`config.mk`:
```
export PLATFORM = sky130hd
export DESIGN_NAME = if_id_fetch_buffer
export DESIGN_NICKNAME = d
export VERILOG_FILES = /design/src/rtl/if_id_pkg.sv /design/src/rtl/if_id_fetch_buffer_skid.sv /design/src/rtl/if_id_fetch_buffer.sv
export SDC_FILE = /design/constraint.sdc
export NUM_CORES = 1
export LEC_CHECK = 0
export ABC_AREA = 1
export BUFFER_PORTS_ARGS = -buffer_cell sky130_fd_sc_hd__buf_2
export CAP_MARGIN = 10
export CELL_PAD_IN_SITES_DETAIL_PLACEMENT = 1
export CELL_PAD_IN_SITES_GLOBAL_PLACEMENT = 2
export CORE_ASPECT_RATIO = 1.25
export CORE_UTILIZATION = 30
export CTS_BUF_LIST = sky130_fd_sc_hd__clkbuf_2
export DETAILED_ROUTE_END_ITERATION = 7
export PLACE_DENSITY_LB_ADDON = 0.1
export SETUP_SLACK_MARGIN = 0.2
export SYNTH_ARGS = -nofsm -noshare
export SYNTH_HDL_FRONTEND = slang
export SYNTH_SLANG_ARGS = --single-unit
```
`constraint.sdc`:
```
create_clock -name CLK -period 2.09 [get_ports CLK]
set_clock_uncertainty 0.05 [all_clocks]
set_input_delay 0.209 -clock CLK [delete_from_list [all_inputs] [get_ports CLK]]
set_output_delay 0.209 -clock CLK [all_outputs]
set_load 0.02 [all_outputs]
```
`src/rtl/if_id_pkg.sv`:
```
`default_nettype none
// ============================================================================
// Module      : if_id_pkg
// Description : Shared types and constants for the IF/ID fetch buffer.
//               - c_bubble_instr_default : default bubble instruction word
//               - fetch_entry_t          : {valid, instr, pc, pc4} record
//               - bubble_entry()         : reset/flush value of an entry
// Revision    : 1.0 - initial release
// ============================================================================
package if_id_pkg;

   localparam logic [31:0] c_bubble_instr_default = 32'h0000_0000;

   typedef struct packed {
      logic        valid;
      logic [31:0] instr;
      logic [31:0] pc;
      logic [31:0] pc4;
   } fetch_entry_t;

   // Empty entry carrying the bubble instruction and zeroed PCs.
   function automatic fetch_entry_t bubble_entry(input logic [31:0] bubble_instr);
      fetch_entry_t e;
      e.valid = 1'b0;
      e.instr = bubble_instr;
      e.pc    = 32'h0000_0000;
      e.pc4   = 32'h0000_0000;
      return e;
   endfunction

endpackage : if_id_pkg
`default_nettype wire

```
`src/rtl/if_id_fetch_buffer_skid.sv`:
```
`default_nettype none
// ============================================================================
// Module      : fetch_skid_reg
// Description : One-entry skid register. Parks the memory response that
//               arrives while the ID stage is stalled so it can be delivered
//               once the stall releases.
// Ports       : clk_i      - clock (rising edge)
//               rst_ni     - asynchronous active-low reset
//               capture_i  - write entry_i into the register (sets valid)
//               drain_i    - entry consumed by ID (clears valid)
//               clear_i    - redirect: discard the entry
//               entry_i    - instruction/pc/pc4 to park
//               entry_o    - current register contents
//               ovf_o      - sticky flag: capture while already full
// Revision    : 1.0 - initial release
// ============================================================================
module fetch_skid_reg
   import if_id_pkg::*;
#(
   parameter logic [31:0] BUBBLE_INSTR = c_bubble_instr_default
) (
   input  logic         clk_i,
   input  logic         rst_ni,
   input  logic         capture_i,
   input  logic         drain_i,
   input  logic         clear_i,
   input  fetch_entry_t entry_i,
   output fetch_entry_t entry_o,
   output logic         ovf_o
);

   fetch_entry_t s_q, s_d;
   logic         ovf_q, ovf_d;

   always_comb begin
      s_d   = s_q;
      ovf_d = ovf_q;
      if (clear_i) begin
         s_d.valid = 1'b0;
      end else if (capture_i) begin
         // A second capture before the first drained would lose an
         // instruction; flag it and keep the newest response.
         if (s_q.valid) begin
            ovf_d = 1'b1;
         end
         s_d       = entry_i;
         s_d.valid = 1'b1;
      end else if (drain_i) begin
         s_d.valid = 1'b0;
      end
   end

   always_ff @(posedge clk_i or negedge rst_ni) begin
      if (!rst_ni) begin
         s_q   <= bubble_entry(BUBBLE_INSTR);
         ovf_q <= 1'b0;
      end else begin
         s_q   <= s_d;
         ovf_q <= ovf_d;
      end
   end

   assign entry_o = s_q;
   assign ovf_o   = ovf_q;

endmodule : fetch_skid_reg
`default_nettype wire

```
`src/rtl/if_id_fetch_buffer.sv`:
```
`default_nettype none
// ============================================================================
// Module      : if_id_fetch_buffer
// Description : IF/ID boundary. Pairs each synchronous IMEM response with the
//               PC that issued it, absorbs the one-cycle memory latency across
//               stalls with a one-entry skid, and kills wrong-path fetches on
//               redirect. All outputs are registered.
// Ports       : CLK, RSTN          - clock / async active-low reset
//               PC_IF, PCadd4_IF   - PC presented to IMEM and its +4
//               IDATA              - IMEM data for the previous cycle's PC
//               stall_IFID         - hold the ID stage
//               flush_IFID         - redirect; kill in-flight fetches
//               INSTR_ID, PC_ID,
//               PCadd4_ID, VALID_ID- ID register
//               SKID_OVF           - sticky skid overflow error
//               FETCH_CNT          - instructions loaded into ID
// Revision    : 1.0 - initial release
// ============================================================================
module if_id_fetch_buffer
   import if_id_pkg::*;
#(
   parameter logic [31:0] BUBBLE_INSTR = c_bubble_instr_default,
   parameter int          CNT_W        = 32
) (
   input  logic             CLK,
   input  logic             RSTN,
   input  logic [31:0]      PC_IF,
   input  logic [31:0]      PCadd4_IF,
   input  logic [31:0]      IDATA,
   input  logic             stall_IFID,
   input  logic             flush_IFID,
   output logic [31:0]      INSTR_ID,
   output logic [31:0]      PC_ID,
   output logic [31:0]      PCadd4_ID,
   output logic             VALID_ID,
   output logic             SKID_OVF,
   output logic [CNT_W-1:0] FETCH_CNT
);

   // Tracker: the fetch whose response is on IDATA this cycle.
   logic         t_valid_q;
   logic [31:0]  t_pc_q;
   logic [31:0]  t_pc4_q;

   fetch_entry_t id_q, id_d;
   logic [CNT_W-1:0] cnt_q, cnt_d;

   fetch_entry_t skid;
   fetch_entry_t resp;
   logic         w_capture;
   logic         w_drain;

   assign resp.valid = t_valid_q;
   assign resp.instr = IDATA;
   assign resp.pc    = t_pc_q;
   assign resp.pc4   = t_pc4_q;

   // Response arriving during a stall must be parked; it is drained on the
   // first non-stall, non-flush edge.
   assign w_capture = stall_IFID && !flush_IFID && t_valid_q;
   assign w_drain   = !stall_IFID && !flush_IFID && skid.valid;

   fetch_skid_reg #(
      .BUBBLE_INSTR (BUBBLE_INSTR)
   ) u_skid (
      .clk_i     (CLK),
      .rst_ni    (RSTN),
      .capture_i (w_capture),
      .drain_i   (w_drain),
      .clear_i   (flush_IFID),
      .entry_i   (resp),
      .entry_o   (skid),
      .ovf_o     (SKID_OVF)
   );

   always_ff @(posedge CLK or negedge RSTN) begin
      if (!RSTN) begin
         t_valid_q <= 1'b0;
         t_pc_q    <= 32'h0000_0000;
         t_pc4_q   <= 32'h0000_0000;
      end else begin
         // A stalled cycle re-presents a held PC; it is not a new fetch.
         t_valid_q <= !stall_IFID && !flush_IFID;
         t_pc_q    <= PC_IF;
         t_pc4_q   <= PCadd4_IF;
      end
   end

   always_comb begin
      id_d  = id_q;
      cnt_d = cnt_q;
      if (flush_IFID) begin
         id_d.valid = 1'b0;
         id_d.instr = BUBBLE_INSTR;
      end else if (stall_IFID) begin
         id_d = id_q;
      end else if (skid.valid) begin
         // Skid holds the older instruction; T is never valid here.
         id_d       = skid;
         id_d.valid = 1'b1;
         cnt_d      = cnt_q + {{(CNT_W-1){1'b0}}, 1'b1};
      end else if (t_valid_q) begin
         id_d  = resp;
         cnt_d = cnt_q + {{(CNT_W-1){1'b0}}, 1'b1};
      end else begin
         // Bubble keeps the last PCs for debug visibility.
         id_d.valid = 1'b0;
         id_d.instr = BUBBLE_INSTR;
      end
   end

   always_ff @(posedge CLK or negedge RSTN) begin
      if (!RSTN) begin
         id_q  <= bubble_entry(BUBBLE_INSTR);
         cnt_q <= '0;
      end else begin
         id_q  <= id_d;
         cnt_q <= cnt_d;
      end
   end

   assign VALID_ID  = id_q.valid;
   assign INSTR_ID  = id_q.instr;
   assign PC_ID     = id_q.pc;
   assign PCadd4_ID = id_q.pc4;
   assign FETCH_CNT = cnt_q;

endmodule : if_id_fetch_buffer
`default_nettype wire

```
== Yosys cells after proc, flatten, opt, wreduce, memory -nomap -nowiden ==
Index checks and enable logic that the tools add are counted.
Operators by class
  $add $sub $neg: 1
  multipliers: 0
  div/mod/pow operators: 0
  order comparisons: 0
  equal/unequal tests: 1
  shift-type cells: 0
  muxes and demuxes: 10
  bitwise operators: 2
  reduce and logical (&&, ||, !) cells: 11
Operators with widths (count)
  97-bit 2-to-1 mux: 2
  33-bit 2-to-1 mux: 2
  32-bit 2-to-1 mux: 2
  64-bit 2-to-1 mux: 1
  32-bit by 1-bit adder with 32-bit output, second input constant: 1
  3-bit AND reduction: 2
  1-bit logical AND: 4
  1-bit 2-to-1 mux: 3
  3-bit nonzero test: 1
  1-bit zero test: 2
  2-bit by 1-bit != test with 1-bit output, second input constant: 1
  1-bit inverter: 2
  2-bit AND reduction: 1
  2-bit nonzero test: 1
Word-level totals
  bits in registers: 292
  bits in latches: 0
  RAM bits: 0
  ROM bits: 0
  output and inout bits: 130
  word-level logic and storage cells: 38
  memories kept: 0

== Logic depth before layout (Yosys ltp) ==
Gate-level depths: netlist of run 1.
  word-level depth: 6
  mapped depth: 11

== Hierarchy ==
From an unflattened synthesis of run 1, not the netlist that was laid out.
Second synthesis, totals
  cell total of the unflattened synthesis: 1337
  area total of the unflattened synthesis: 11891.4 um^2
By module, submodules not included
  if_id_fetch_buffer: instances 1, cells an instance 912, area each 8017.7 um^2, sequential area each 4854.7 um^2
  fetch_skid_reg: instances 1, cells an instance 425, area each 3873.7 um^2, sequential area each 2452.4 um^2

== Worst setup path after synthesis of run 1 ==
No wires, ideal clock.
  path kind: flip-flop to flip-flop
  start point: register cnt_q[1] (netlist: FETCH_CNT[1])
  end point: register cnt_q[20] (netlist: FETCH_CNT[20])
  setup time: 130 ps
  data arrival time: 1320 ps
  data required time: 1910 ps
  setup slack: 590 ps
  cell stages (with the launch flop): 8
  clock period less this slack: 1500 ps
  cells stage by stage: dfrtp_1 ha_1 inv_1 nor2_1 nand3_1 nor2_2 nand2_1 xnor2_1
Between the ends
  cells in the longest elaborated chain, start to end: 3
RTL lines
  start: declaration: line if_id_fetch_buffer.sv:46  | logic [CNT_W-1:0] cnt_q, cnt_d;
  start signal: assignment: line if_id_fetch_buffer.sv:118  | cnt_q <= cnt_d;
  32-bit by 1-bit adder with 32-bit output *: line if_id_fetch_buffer.sv:101, if_id_fetch_buffer.sv:104
  32-bit 2-to-1 mux: line if_id_fetch_buffer.sv:102  | end else if (t_valid_q) begin
  32-bit 2-to-1 mux *: line if_id_fetch_buffer.sv:97  | end else if (skid.valid) begin
Mark *: on every way between the ends. The rest lies on a longest branch, timed or not. The select of a mux whose other input is x is not followed.
A chain may end at the register's enable or synchronous reset.

== Worst setup path in the final report of run 1 ==
  start point: input flush_IFID
  end point: register cnt_q[30] (netlist: FETCH_CNT[30])
Between the ends
  cells in the longest elaborated chain, start to end: 2
RTL lines
  start: declaration: line if_id_fetch_buffer.sv:31  | input logic flush_IFID,
  1-bit inverter (no source line)
  3-bit AND reduction (no source line)
Every way passes these cells.

==> results of run 1 <==
==> timing repair <==
action,4_1_cts,5_1_grt
hold endpoints to repair,525,0
endpoints found under the setup margin,51,25
setup buffers,36,2
hold buffers,209,0
resized for setup,83,8
==> critical path: stages <==
cell and delay [ns]:
dlygate4sd3_1 0.56, buf_2 0.15, dlygate4sd3_1 0.57, nor2_2 0.17, nand2_1 0.13, buf_4 0.22
nor2_2 0.13, nand2_1 0.11, nor2_4 0.16, nand3_1 0.09, nand2_1 0.06, nand2_1 0.04
==> cell families (layout without fill, tap and decap cells) <==
kind of cell,after synthesis,after routing,synth area share [%]
AO/OA/AOI/OAI,131,131,7.26
XOR/XNOR,18,18,1.39
adder cells (fa/ha/maj),1,1,0.110
buffers and inverters,97,675,3.73
flip-flops,292,292,64.5
multiplexers,96,96,9.54
other,0,2,0
AND/OR/NAND/NOR,377,377,13.5
==> metrics by stage <==
step | hold slack, ns | setup slack, ns | utilization, %
floorplan | -0.137 | 0.590 | -
global placement | 0.0820 | 0.342 | 35.3
detailed placement | 0.0809 | 0.361 | 35.3
CTS | 0.000858 | 0.123 | 44.2
global route | 0.0388 | 0.168 | 44.4
finish | 0.151 | 0.260 | 44.4
==> per-layer routing <==
layer	GRT usage [%]	up-vias	routed length (um)
met2	31.3	219	16900
met4	8.20	2	789
met5	0	-	17
met1	20.2	4581	13400
met3	5.02	66	1930
li1	-	4475	-
==> how the worst max path moves through the flow <==
stage	start	slack [ns]	end	cells past startpoint
finish	flush_IFID	0.26	FETCH_CNT[30]	12
global route	FETCH_CNT[26]	0.17	FETCH_CNT[26]	1
CTS	FETCH_CNT[26]	0.12	FETCH_CNT[26]	1
detailed placement	FETCH_CNT[0]	0.36	FETCH_CNT[22]	8
global placement	FETCH_CNT[2]	0.34	FETCH_CNT[25]	7
floorplan	FETCH_CNT[1]	0.59	FETCH_CNT[20]	7
==> flip-flops by register name, indices dropped and copies added, names as in the netlist <==
name / flops
t_pc4_q: 32
t_pc_q: 32
u_skid.ovf_o: 1
FETCH_CNT: 32
u_skid.entry_o: 97
PC_ID: 32
t_valid_q: 1
VALID_ID: 1
PCadd4_ID: 32
INSTR_ID: 32
==> report_power, final <==
part | switching, W | internal, W | total (W)
Sequential | 0.000447 | 0.00646 | 0.00691
Combinational | 0.00137 | 0.00132 | 0.00269
Clock | 0.00239 | 0.00176 | 0.00414
==> cells in the final DEF, fill, tap and decap left out, types with 2 or more instances in the layout <==
| cell type | netlist | routed |
|---|---|---|
| dfrtp_1 | 292 | 279 |
| nand2_1 | 235 | 235 |
| dlygate4sd3_1 | 0 | 208 |
| buf_2 | 23 | 190 |
| clkbuf_2 | 0 | 122 |
| nor2_1 | 91 | 88 |
| a31oi_1 | 64 | 64 |
| mux2_1 | 57 | 57 |
| buf_4 | 4 | 51 |
| inv_1 | 41 | 41 |
| mux2_2 | 39 | 39 |
| buf_6 | 2 | 34 |
| a22oi_1 | 32 | 32 |
| o21ai_0 | 19 | 19 |
| nand3_1 | 19 | 19 |
| nand4_1 | 14 | 14 |
| o21ai_1 | 13 | 13 |
| buf_12 | 0 | 13 |
| dfrtp_2 | 0 | 12 |
| xnor2_1 | 9 | 9 |
| xor2_1 | 9 | 9 |
| clkinv_1 | 0 | 7 |
| nor2_2 | 5 | 5 |
| nor2_4 | 2 | 5 |
| inv_2 | 4 | 4 |
| nor3_1 | 6 | 4 |
| nor3_2 | 2 | 4 |
| o21bai_1 | 3 | 3 |
| diode_2 | 0 | 2 |
| bufinv_16 | 0 | 2 |
==> layout make-up <==
type                            count  area [um2]  share of cell area (%)
Clock buffer                      122         611                    3.69
Tap cell                          486         608                    3.68
Timing Repair Buffer              497        4070                    24.6
Sequential cell                   292        7330                    44.3
Inverter                           45         171                    1.04
Clock inverter                     11        95.1                   0.575
Multi-Input combinational cell    623        3640                    22.0
Antenna cell                        2        5.00                  0.0303
==> impl_metrics.yaml, run 1 <==
clock_tree:
  clock_sinks: 292
  worstSkewPairLatency_ns: 0.93
  htreeDepth: 3
  tritoncts: "done"
  numCtsBuffers: 79
  clockBufferDepth: 3
  path_clk_slew_ns: 0.11
  root_buffer: "clkbuf_2"
yosys:
  synthArstFlopShare_pct: 100
  yosys_most_used_dff: "dfrtp_1"
  netlist_instances: 1012
  synth_nets: 1113
  ys_types: 29
  synth.largest_area_cell: "dfrtp_1"
  ys_ff_latch: 292
  synth_top_area_share_pct: 64.5
  synth_area_per_cell_um2: 11.2
  yosysMostFrequentCell: "dfrtp_1"
  synthTopCellsByArea: "dfrtp_1 (64%), nand2_1 (7.8%), mux2_1 (5.7%), mux2_2 (3.9%), a31oi_1 (3.5%)"
  synth_edf_count: 0
  synth_area_mm2: 0.0113
  ys_warn_count: 0
  yosysSeqAreaShare_pct: 64.5
  ys_top_cells_by_count: "dfrtp_1 (292), nand2_1 (235), nor2_1 (91)"
die:
  die-area_mm2: 0.0386
  dieWidth_um: 176
  rows: 79
  chipHeight_um: 219
  initial_utilization_pct: 30.4
  core_area_mm2: 0.0373
  ios: 230
final_layout:
  fin_area_mm2: 0.0165
  nets: 1639
  instances_no_fill: 2078
  fillers: 4165
  syn2layout_area_growth_pct: 45.9
  drive_gt1_share_pct: 30.6
drt:
  drtIter0Drc: 265
  ant_nets: 0
  wirelength_mm: 33.0
  firstDrtPassIters: 4
  drcViolationCount: 0
  avgViaCountPerCell: 4.50
  routedWlPerCell_um: 15.9
  vias: 9343
grt:
  grt_max_degree: 98
  first_global_vias: 10266
  overflow: 0
  antenna_found_initial: 3
  grt_use_total_pct: 17.9
  grt_pass1_wl_mm: 53.7
placed_design:
  dpl-instance-area_mm2: 0.0132
  placedCellCount: 1696
  place_congestion: 0.741
  dp_hpwl_mm: 19.4
  io_buffers: 229
sta:
  hold_viol: 0
  setup_viol: 0
  period_share_pct: 87.5
  setup_tns_ns: 0
  slew_headroom_pct: 61.0
  worst_pin_slew_ns: 0.585
  layout_min_cycle_time_ns: 1.83
  fmax_mhz: 547
  slew_violations: 0
  rsz0062_at_grt: "yes"
worst_hold_path:
  hold_depth: 4
  worstHoldStart: "IDATA[8]"
  hold_end: "INSTR_ID[8]"
  worstHoldPathType: "primary input to flop"
setup_path:
  rr_worst_depth: 3
  cp_max_fo: 10
  crit_path_end_kind: "flop"
  timing.rr.start: "t_valid_q"
  r2r-end: "u_skid.entry_o[87]"
  worstSetupPathType: "primary input to flop"
  critPathArrivalTime_ns: 2.61
  start_kind: "primary input"
  rrSetupSlack_ns: 0.29
  required_ns: 2.87
pwr:
  p_total_w: 0.0137
  ir_worst_vdd_mv: 0.371
  power_density_mw_per_mm2: 831
  power_leakage_nw: 7.86
job:
  cap_violations: 0
outcome:
  status: "finished clean"
Note: power is estimated with default switching activity, not from simulation.
==> run 2: changes to the inputs <==
--- a/config.mk
+++ b/config.mk
@@ -18,4 +18,5 @@
 export SETUP_SLACK_MARGIN = 0.2
 export SYNTH_ARGS = -nofsm -noshare
 export SYNTH_HDL_FRONTEND = slang
+export SYNTH_HIERARCHICAL = 1
 export SYNTH_SLANG_ARGS = --single-unit
==> impl_metrics.yaml, run 2 <==
setup_path:
  crit_family: "flip-flops"
  r2r-end: "u_skid/entry_o[68]"
  crit_path_end_kind: "output pin"
  cp_slowest_cell: "dfrtp_1"
  required_ns: 1.83
  timing.rr.start: "t_valid_q"
  cp_max_fo: 2
  critPathArrivalTime_ns: 1.53
  path_depth: 1
  worstSetupEndpoint: "PC_ID[28]"
  cp-startpoint: "PC_ID[28]"
  rr_worst_depth: 6
  critPathBufInv: 1
  rrSetupSlack_ns: 0.37
  worstSetupPathType: "flop to output pin"
  start_kind: "flop"
  crit_path_cell_trace: "buf_6"
  max_stage_delay_ns: 0.45
sta:
  fmax_mhz: 559
  worst_pin_slew_ns: 0.549
  rsz0062_at_grt: "yes"
  layout_min_cycle_time_ns: 1.79
  period_share_pct: 85.6
  slew_violations: 0
  setup_viol: 0
  setup_tns_ns: 0
  slew_headroom_pct: 63.4
  holdWs_ns: 0.120
  hold_viol: 0
drt:
  wirelength_mm: 38.6
  vias: 10946
  ant_nets: 0
  firstDrtPassIters: 6
  routedWlPerCell_um: 16.0
  drtIter0Drc: 466
  avgViaCountPerCell: 4.53
  drcViolationCount: 0
yosys:
  synth_area_mm2: 0.0119
  ys_ff_latch: 292
  synthArstFlopShare_pct: 100
  yosysSeqAreaShare_pct: 61.4
  synthTopCellsByArea: "dfrtp_1 (61%), nand2_1 (15%), nand3_1 (7.4%), o21ai_0 (5.5%), inv_1 (3.2%)"
  ys_types: 26
  synth_top_area_share_pct: 61.4
  synth.largest_area_cell: "dfrtp_1"
  netlist_instances: 1337
  yosysMostFrequentCell: "nand2_1"
  ys_warn_count: 6
  synth_edf_count: 0
  ys_top_cells_by_count: "nand2_1 (473), dfrtp_1 (292), nand3_1 (176)"
  synth_nets: 1438
  yosys_most_used_dff: "dfrtp_1"
  synth_area_per_cell_um2: 8.89
final_layout:
  layout_common_cells: "nand2_1 (473), dfrtp_1 (281), dlygate4sd3_1 (197)"
  instances_no_fill: 2415
  largest_reg_flops: 97
  utilization_pct: 44.1
  nets: 1953
  syn2layout_area_growth_pct: 45.0
  final_common_cell: "nand2_1"
  drive_gt1_share_pct: 24.2
  fillers: 4640
clock_tree:
  clock_sinks: 292
  tritoncts: "done"
  root_buffer: "clkbuf_2"
  clockBufferDepth: 3
  numCtsBuffers: 81
  path_clk_slew_ns: 0.11
  worstSkewPairLatency_ns: 0.92
  htreeDepth: 3
grt:
  antenna_found_initial: 3
  grt_pass1_wl_mm: 64.1
  overflow: 0
  grt_max_degree: 132
  first_global_vias: 12122
  grt_use_total_pct: 20.0
placed_design:
  dp_hpwl_mm: 22.6
  place_congestion: 0.760
  placedCellCount: 2026
  io_buffers: 229
pwr:
  ir_worst_vdd_mv: 0.440
  power_density_mw_per_mm2: 807
  power_leakage_nw: 8.75
die:
  initial_utilization_pct: 30.4
  ios: 230
  rows: 81
  dieWidth_um: 180
  die-area_mm2: 0.0404
  core_area_mm2: 0.0391
  chipHeight_um: 225
worst_hold_path:
  hold_depth: 4
  worstHoldPathType: "primary input to flop"
job:
  cap_violations: 0
outcome:
  status: "finished clean"
## run 2: logic make-up (layout without fill, tap and decap cells)
family | after synthesis | in the layout | share of synthesized area (%)
other | 0 | 2 | 0
adders and majority gates | 1 | 1 | 0.105
buffers and inverters | 173 | 751 | 6.13
xor gates and xnor gates | 13 | 13 | 0.957
DFF | 292 | 292 | 61.4
and+or+nand+nor | 724 | 724 | 25.7
AOI/OAI and AO/OA | 134 | 134 | 5.67
## run 2: power breakdown
part           switching [W]  internal, W  leakage, nW
clock network        0.00251      0.00180        0.576
registers           0.000495      0.00642         3.67
logic                0.00146      0.00122         4.50
## run 2: area by class of cell
cell class	instances	area, um2	share of cell area, %
Sequential cell	292	7320	42.5
Clock buffer	123	616	3.57
Antenna cell	2	5.00	0.0290
Tap cell	498	623	3.61
Timing Repair Buffer	504	4260	24.7
Clock inverter	23	143	0.827
Inverter	101	382	2.21
Multi-Input combinational cell	872	3890	22.6
## run 2: routing by layer
metal / track usage, % / share of wire [%]
met4: 7.97 / 2.4
met5: 0 / 0.034
met3: 3.89 / 4.0
met2: 35.3 / 51
met1: 23.8 / 43
## run 2: through the flow
stage	setup WS (ns)	cell area (um2)	power, W
after floorplan	0.463	11900	0.00812
after global placement	0.315	13700	0.00906
after detailed placement	0.276	13700	0.00913
after CTS	0.142	17200	0.0142
after global routing	0.178	17200	0.0149
final	0.302	17200	0.0139
## run 2: worst min-delay path: cells and delay by family
| kind | cells | cell delay, ns |
|---|---|---|
| buf+inv | 2 | 0.68 |
| simple gates | 2 | 0.16 |
## run 2: worst min-delay path by stage
stage / start / end / slack [ns]
after floorplan: RSTN / FETCH_CNT[0] / -0.14
after global placement: RSTN / FETCH_CNT[30] / 0.14
after detailed placement: RSTN / FETCH_CNT[30] / 0.14
after CTS: IDATA[28] / INSTR_ID[28] / 0.009
after global routing: IDATA[28] / INSTR_ID[28] / 0.10
final: IDATA[28] / INSTR_ID[28] / 0.12
## run 2: repair_timing
item / in CTS / in global routing
gates resized for setup: 126 / 8
hold endpoints to repair: 546 / 0
hold buffers: 198 / 0
setup endpoints to repair: 74 / 26
pin swaps: 0 / 1
buffers inserted: 41 / 2
